[config.mk]
export PLATFORM = sky130hd
export DESIGN_NAME = jk_excite_driver
export DESIGN_NICKNAME = d
export VERILOG_FILES = /design/src/rtl/jk_pkg.sv /design/src/rtl/jk_excite_cell.sv /design/src/rtl/jk_excite_driver.sv
export SDC_FILE = /design/constraint.sdc
export NUM_CORES = 1
export LEC_CHECK = 0
export CORE_MARGIN = 2
export CORE_UTILIZATION = 48
export DETAILED_ROUTE_END_ITERATION = 10
export GPL_ROUTABILITY_DRIVEN = 1
export PLACE_DENSITY_LB_ADDON = 0.15
export SYNTH_ARGS = -nofsm -noshare
export SYNTH_HDL_FRONTEND = slang
export SYNTH_HIERARCHICAL = 1
export SYNTH_SLANG_ARGS = --single-unit
export TNS_END_PERCENT = 5
[constraint.sdc]
create_clock -name clk -period 2.3 [get_ports clk]
set_input_delay 0.69 -clock clk [delete_from_list [all_inputs] [get_ports clk]]
set_output_delay 0.69 -clock clk [all_outputs]
set_load 0.01 [all_outputs]
[src/rtl/jk_pkg.sv]
// jk_pkg: shared definitions for the JK excitation driver.
//   DC_SETRESET / DC_TOGGLE : don't-care resolution policies for J/K.
//   state_e                 : driver FSM states.
//   ERR_CNT_W               : width of the saturating mismatch counter.
package jk_pkg;

    localparam int DC_SETRESET = 0;
    localparam int DC_TOGGLE   = 1;
    localparam int ERR_CNT_W   = 8;

    typedef enum logic [1:0] {
        IDLE  = 2'd0,
        DRIVE = 2'd1,
        CHECK = 2'd2
    } state_e;

endpackage

[src/rtl/jk_excite_cell.sv]
// jk_excite_cell: per-bit inverse of the JK characteristic equation.
//   q      in  current Q of one bank flip-flop
//   t      in  requested next Q
//   policy in  0 = set/reset form (don't-cares to 0), 1 = toggle form (J==K)
//   j, k   out excitation for that flip-flop
// Both forms give J=K=0 when t==q, so the flip-flop holds.
module jk_excite_cell (
    input  logic q,
    input  logic t,
    input  logic policy,
    output logic j,
    output logic k
);

    always_comb begin
        if (policy) begin
            // Any change is a toggle; no change is a hold.
            j = q ^ t;
            k = q ^ t;
        end else begin
            j = ~q & t;
            k = q & ~t;
        end
    end

endmodule

[src/rtl/jk_excite_driver.sv]
// jk_excite_driver: drives an external JK flip-flop bank to a requested state
// in one clock, then checks that the bank landed there.
//   clk, rst_n      clock shared with the bank; async active-low reset
//   in_valid/ready  target handshake; in_ready is high only in IDLE
//   in_target       requested next state of the bank
//   q_in            bank Q feedback
//   j_out, k_out    registered bank excitation, non-zero for one cycle per step
//   done, mismatch  one-cycle check result (mismatch only meaningful with done)
//   err_cnt         saturating count of mismatches since reset
module jk_excite_driver
    import jk_pkg::*;
#(
    parameter int WIDTH     = 4,
    parameter int DC_POLICY = DC_SETRESET
) (
    input  logic                 clk,
    input  logic                 rst_n,
    input  logic                 in_valid,
    input  logic [WIDTH-1:0]     in_target,
    output logic                 in_ready,
    input  logic [WIDTH-1:0]     q_in,
    output logic [WIDTH-1:0]     j_out,
    output logic [WIDTH-1:0]     k_out,
    output logic                 done,
    output logic                 mismatch,
    output logic [ERR_CNT_W-1:0] err_cnt
);

    localparam logic POLICY_TOGGLE = (DC_POLICY == DC_TOGGLE) ? 1'b1 : 1'b0;
    localparam logic [ERR_CNT_W-1:0] ERR_MAX = {ERR_CNT_W{1'b1}};

    state_e               state_q, state_d;
    logic [WIDTH-1:0]     target_q, target_d;
    logic [WIDTH-1:0]     j_q, j_d;
    logic [WIDTH-1:0]     k_q, k_d;
    logic                 done_q, done_d;
    logic                 mismatch_q, mismatch_d;
    logic [ERR_CNT_W-1:0] err_cnt_q, err_cnt_d;

    logic [WIDTH-1:0]     exc_j;
    logic [WIDTH-1:0]     exc_k;
    logic                 miss;

    for (genvar i = 0; i < WIDTH; i++) begin : g_cell
        jk_excite_cell u_cell (
            .q      (q_in[i]),
            .t      (in_target[i]),
            .policy (POLICY_TOGGLE),
            .j      (exc_j[i]),
            .k      (exc_k[i])
        );
    end

    assign miss = (q_in != target_q);

    always_comb begin
        state_d    = state_q;
        target_d   = target_q;
        j_d        = '0;
        k_d        = '0;
        done_d     = 1'b0;
        mismatch_d = 1'b0;
        err_cnt_d  = err_cnt_q;
        case (state_q)
            IDLE: begin
                if (in_valid) begin
                    target_d = in_target;
                    j_d      = exc_j;
                    k_d      = exc_k;
                    state_d  = DRIVE;
                end
            end
            DRIVE: begin
                // The bank samples J/K at the edge leaving DRIVE; excitation
                // drops back to hold on that same edge.
                state_d = CHECK;
            end
            CHECK: begin
                done_d     = 1'b1;
                mismatch_d = miss;
                if (miss && (err_cnt_q != ERR_MAX)) begin
                    err_cnt_d = err_cnt_q + ERR_CNT_W'(1);
                end
                state_d = IDLE;
            end
            default: state_d = IDLE;
        endcase
    end

    // Async reset also clears J/K so an interrupted step leaves the bank holding.
    always_ff @(posedge clk or negedge rst_n) begin
        if (!rst_n) begin
            state_q    <= IDLE;
            target_q   <= '0;
            j_q        <= '0;
            k_q        <= '0;
            done_q     <= 1'b0;
            mismatch_q <= 1'b0;
            err_cnt_q  <= '0;
        end else begin
            state_q    <= state_d;
            target_q   <= target_d;
            j_q        <= j_d;
            k_q        <= k_d;
            done_q     <= done_d;
            mismatch_q <= mismatch_d;
            err_cnt_q  <= err_cnt_d;
        end
    end

    assign in_ready = (state_q == IDLE);
    assign j_out    = j_q;
    assign k_out    = k_q;
    assign done     = done_q;
    assign mismatch = mismatch_q;
    assign err_cnt  = err_cnt_q;

endmodule
Yosys cells after proc, flatten, opt, wreduce, memory -nomap -nowiden
Index checks and enable logic that the tools add are counted.
- $add $sub $neg: 1
- equality and inequality tests: 5
- bitwise logic cells: 16
- reduce and logical (&&, ||, !) cells: 4
- mux-type cells: 8
- operators by type and width (cell ; count):
    two-way mux 4 bit ; 4
    adder 8 x 1 -> 8 bit, second input constant ; 1
    bitwise AND 1 bit ; 8
    != test 8 bit, second input constant ; 1
    NOT 1 bit ; 8
    != test 4 bit ; 1
    one-hot mux 2 bit (2 select lines) ; 1
    AND reduction 2 bit ; 2
    == test 2 x 1 -> 1 bit, second input constant ; 1
    == test 2 bit, second input constant ; 1
    zero test 2 bit ; 1
    two-way mux 1 bit ; 2
    two-way mux 2 bit ; 1
    != test 2 bit, second input constant ; 1
    logical AND 1 bit ; 1
- input port bits: 11
- register bits after elaboration: 24

Longest topological paths before layout
- depth in word-level cells: 4
- mapped depth: 5

By module
The synthesis kept the hierarchy.
- by module, submodules not included (module ; cells an instance ; times used ; area each (µm²)):
    jk_excite_driver ; 72 ; 1 ; 973.4
    jk_excite_cell ; 8 ; 4 ; 55.1

Worst setup path before layout
No wires, ideal clock.
- kind: input to register
- start: input port q_in[1]
- end: register err_cnt_q[1] (netlist: err_cnt[1])
- slack: 0.398 ns
- stages: 4
- data required time: 2.175 ns
- data arrival time: 1.776 ns
- path through: xor2_1 -> o41ai_4 -> nor2_2 -> mux2_4
- longest elaborated chain between the ends: 3
- RTL lines (what ; RTL line ; text):
    start: declaration ; jk_excite_driver.sv:21 ; input logic [WIDTH-1:0] q_in,
    != test 4 bit ; jk_excite_driver.sv:54 ; assign miss = (q_in != target_q);
    logical AND 1 bit ; jk_excite_driver.sv:81 ; if (miss && (err_cnt_q != ERR_MAX)) begin
    AND reduction 2 bit (no source line) ; n/a ;
    end signal: assignment ; jk_excite_driver.sv:107 ; err_cnt_q <= err_cnt_d;
    end: declaration ; jk_excite_driver.sv:38 ; logic [ERR_CNT_W-1:0] err_cnt_q, err_cnt_d;
Every way passes these cells.
A chain may end at the register's enable or synchronous reset.

Worst setup path in the final report
- start: register state_q[1]
- end: output port in_ready
- longest elaborated chain between the ends: 1
- RTL lines (what ; RTL line ; text):
    start: declaration ; jk_excite_driver.sv:32 ; state_e state_q, state_d;
    start signal: assignment ; jk_excite_driver.sv:101 ; state_q <= state_d;
    zero test 2 bit ; jk_excite_driver.sv:111 ; assign in_ready = (state_q == IDLE);
    end: declaration ; jk_excite_driver.sv:20 ; output logic in_ready,
Every way passes these cells.

==> flow_summary.yaml <==
run_status:
  status: "finished, final reports clean"
route:
  drc: 0
  totalWireLength_mm: 2.14
  drtPass1Iterations: 4
  routedWlPerCell_um: 11.5
  dr_total_vias: 861
  drtIter0Drc: 9
  via_per_inst: 4.63
  drtAntennaViolNets: 0
clocking:
  cts_max_path_buffers: 2
  root_buffer: "clkbuf_4"
  postCtsHoldBufs: 0
  clkTransAtPathRegs_ns: 0.15
  cts_resized: 0
  numClockSinks: 24
  numCtsBuffers: 3
  clk_latency_ns: 0.33
  ctsHtreeMaxLevel: 1
  postCtsSetupBuffers: 0
  cts_tree: "yes"
critical_path:
  r2r_slack_ns: 0.68
  critPathTopFamily: "buffers and inverters"
  end_kind: "primary output"
  cp_max_fo: 3
  worstSetupStartpoint: "state_q[1]"
  r2r-start: "target_q[0]"
  r2r_cells: 5
  critPathSlowestCell: "clkdlybuf4s50_1"
  critPathKind: "register to primary output"
  start_kind: "register"
  r2r-end: "err_cnt[4]"
  cp.depth: 2
  path_buf_inv: 1
  crit_chain: "nor2_1, clkdlybuf4s50_1"
  crit_required_ns: 1.61
  cpPeakStageDelay_ns: 0.57
  endpoint: "in_ready"
  worstPathArrival_ns: 1.48
finish:
  fin_util_pct: 69.7
  num-fill-cells: 185
  multiInputGateArea_sq_um: 582
  stdcell_count: 186
  nNetsFinal: 177
  synthToLayoutAreaGrowth_pct: 40.7
  antenna_cells: 0
  ff_latch_area_sq_um: 601
  final_layout_size_suffix_gt1_share_pct: 13.5
pwr:
  finalPower_mw: 1.29
  p_leak_nw: 0.863
  power_density_mw_per_mm2: 771
  ir_drop_v: 0.000505
timing:
  fmax_mhz: 460
  rsz0062_at_grt: "false"
  finalCritPeriodShare_pct: 94.5
  hold_violations: 0
  fin_skew_ns: 0.0218
  setup_viol: 0
  period_needed_ns: 2.17
  finalMaxSlewViolations: 0
  finalWorstSetupSlack_ns: 0.127
place:
  place.port_buffers: 29
  dp_cells: 182
  dp_slack_ns: -0.102
  place_congestion: 0.800
  dp.final_hpwl_mm: 1.67
yosys:
  yosysSeqAreaShare_pct: 50.3
  synth_area_leaders: "dfrtp_1, ha_1, xor2_1, and3_1, inv_1"
  synth_seq_cells: 24
  ys_warn_count: 6
  async_reset_ff_share_pct: 100
  synth_edf_count: 0
  netlist_instances: 104
  synth_top_area_share_pct: 50.3
  synth_common_cells: "dfrtp_1, inv_1, xor2_1"
  syn_area_per_cell_sq_um: 11.5
  synth_ff_type: "dfrtp_1"
  syn_area_sq_mm: 0.00119
  synth.most_common_cell: "dfrtp_1"
  synth_cell_types: 27
  synth_largest_area_cell: "dfrtp_1"
global_route:
  antenna_found_initial: 0
  grt_pass1_wl_mm: 3.68
  grt_overflow: 0
  grt_max_degree: 25
  grt_pass1_vias: 852
  grt_usage_pct: 18.1
die:
  io_pins: 30
  die-area_sq_mm: 0.00290
  dieHeight_um: 53.9
  die_w_um: 53.9
  start_util_pct: 49.5
  rows: 18
  core_area_sq_mm: 0.00241
flow_run:
  maxCapViolCount: 0
min_path:
  hold_start: "state_q[1]"
  hp-class: "register to register"
[cells in the final DEF, fill, tap and decap left out, types with 2 or more instances in the layout]
| cell | instances |
|---|---|
| xor2_1 | 10 |
| mux2i_1 | 4 |
| ha_1 | 9 |
| dfrtp_1 | 24 |
| and3_1 | 8 |
| clkdlybuf4s50_1 | 29 |
| nand3_1 | 3 |
| clkbuf_4 | 3 |
| a21oi_1 | 4 |
| nand2_1 | 2 |
| buf_4 | 9 |
| nor2_1 | 6 |
| mux2_2 | 4 |
| conb_1 | 12 |
| nor4_1 | 2 |
| inv_1 | 13 |
[logic make-up (layout without fill, tap and decap cells)]
| logic type | count (synthesis) | after routing | synth area share, % |
|---|---|---|---|
| AOI/OAI and AO/OA | 5 | 5 | 3.98 |
| other | 1 | 12 | 0.314 |
| buffers and inverters | 14 | 55 | 4.40 |
| and+or+nand+nor | 31 | 31 | 14.9 |
| xor gates and xnor gates | 10 | 10 | 7.34 |
| adders and majority gates | 9 | 9 | 9.43 |
| muxes | 10 | 10 | 9.33 |
| DFF | 24 | 24 | 50.3 |
[cell type report]
type                            count  share of cell area [%]
Inverter                           13                    2.91
Multi-Input combinational cell     77                    34.6
Timing Repair Buffer               38                    21.3
Tap cell                           30                    2.24
Clock inverter                      1                    1.79
Clock buffer                        3                    1.34
Sequential cell                    24                    35.8
[power breakdown]
group | switching [mW] | internal (mW)
Combinational | 0.171 | 0.236
Sequential | 0.0762 | 0.503
Clock | 0.132 | 0.176
[layer usage]
| metal | wire, um | track usage, % |
|---|---|---|
| met1 | 981 | 23.1 |
| met5 | 0 | 0 |
| met2 | 1040 | 29.9 |
| met4 | 29 | 8.97 |
| met3 | 90 | 2.50 |
[stage by stage]
step                      setup TNS, ns  hold WS [ns]  cell area [sq um]
after CTS                             0         0.472               1680
final                                 0         0.473               1680
after global routing                  0         0.489               1680
after global placement           -0.360         0.435               1630
after detailed placement         -0.392         0.453               1630
after floorplan                       0         0.394               1230
[worst min-delay path by stage]
stage                       to  slack (ns)  depth (start not counted)
global route        state_q[1]        0.49                          1
global placement    state_q[1]        0.43                          1
floorplan                 done        0.39                          0
CTS                 state_q[1]        0.47                          1
detailed placement  state_q[1]        0.45                          1
finish              state_q[1]        0.47                          1
[state kept, by name (all words and copies together), names as in the netlist]
register / flops
j_out: 4
mismatch: 1
done: 1
k_out: 4
err_cnt: 8
target_q: 4
state_q: 2
(Power assumes the default switching activity.)
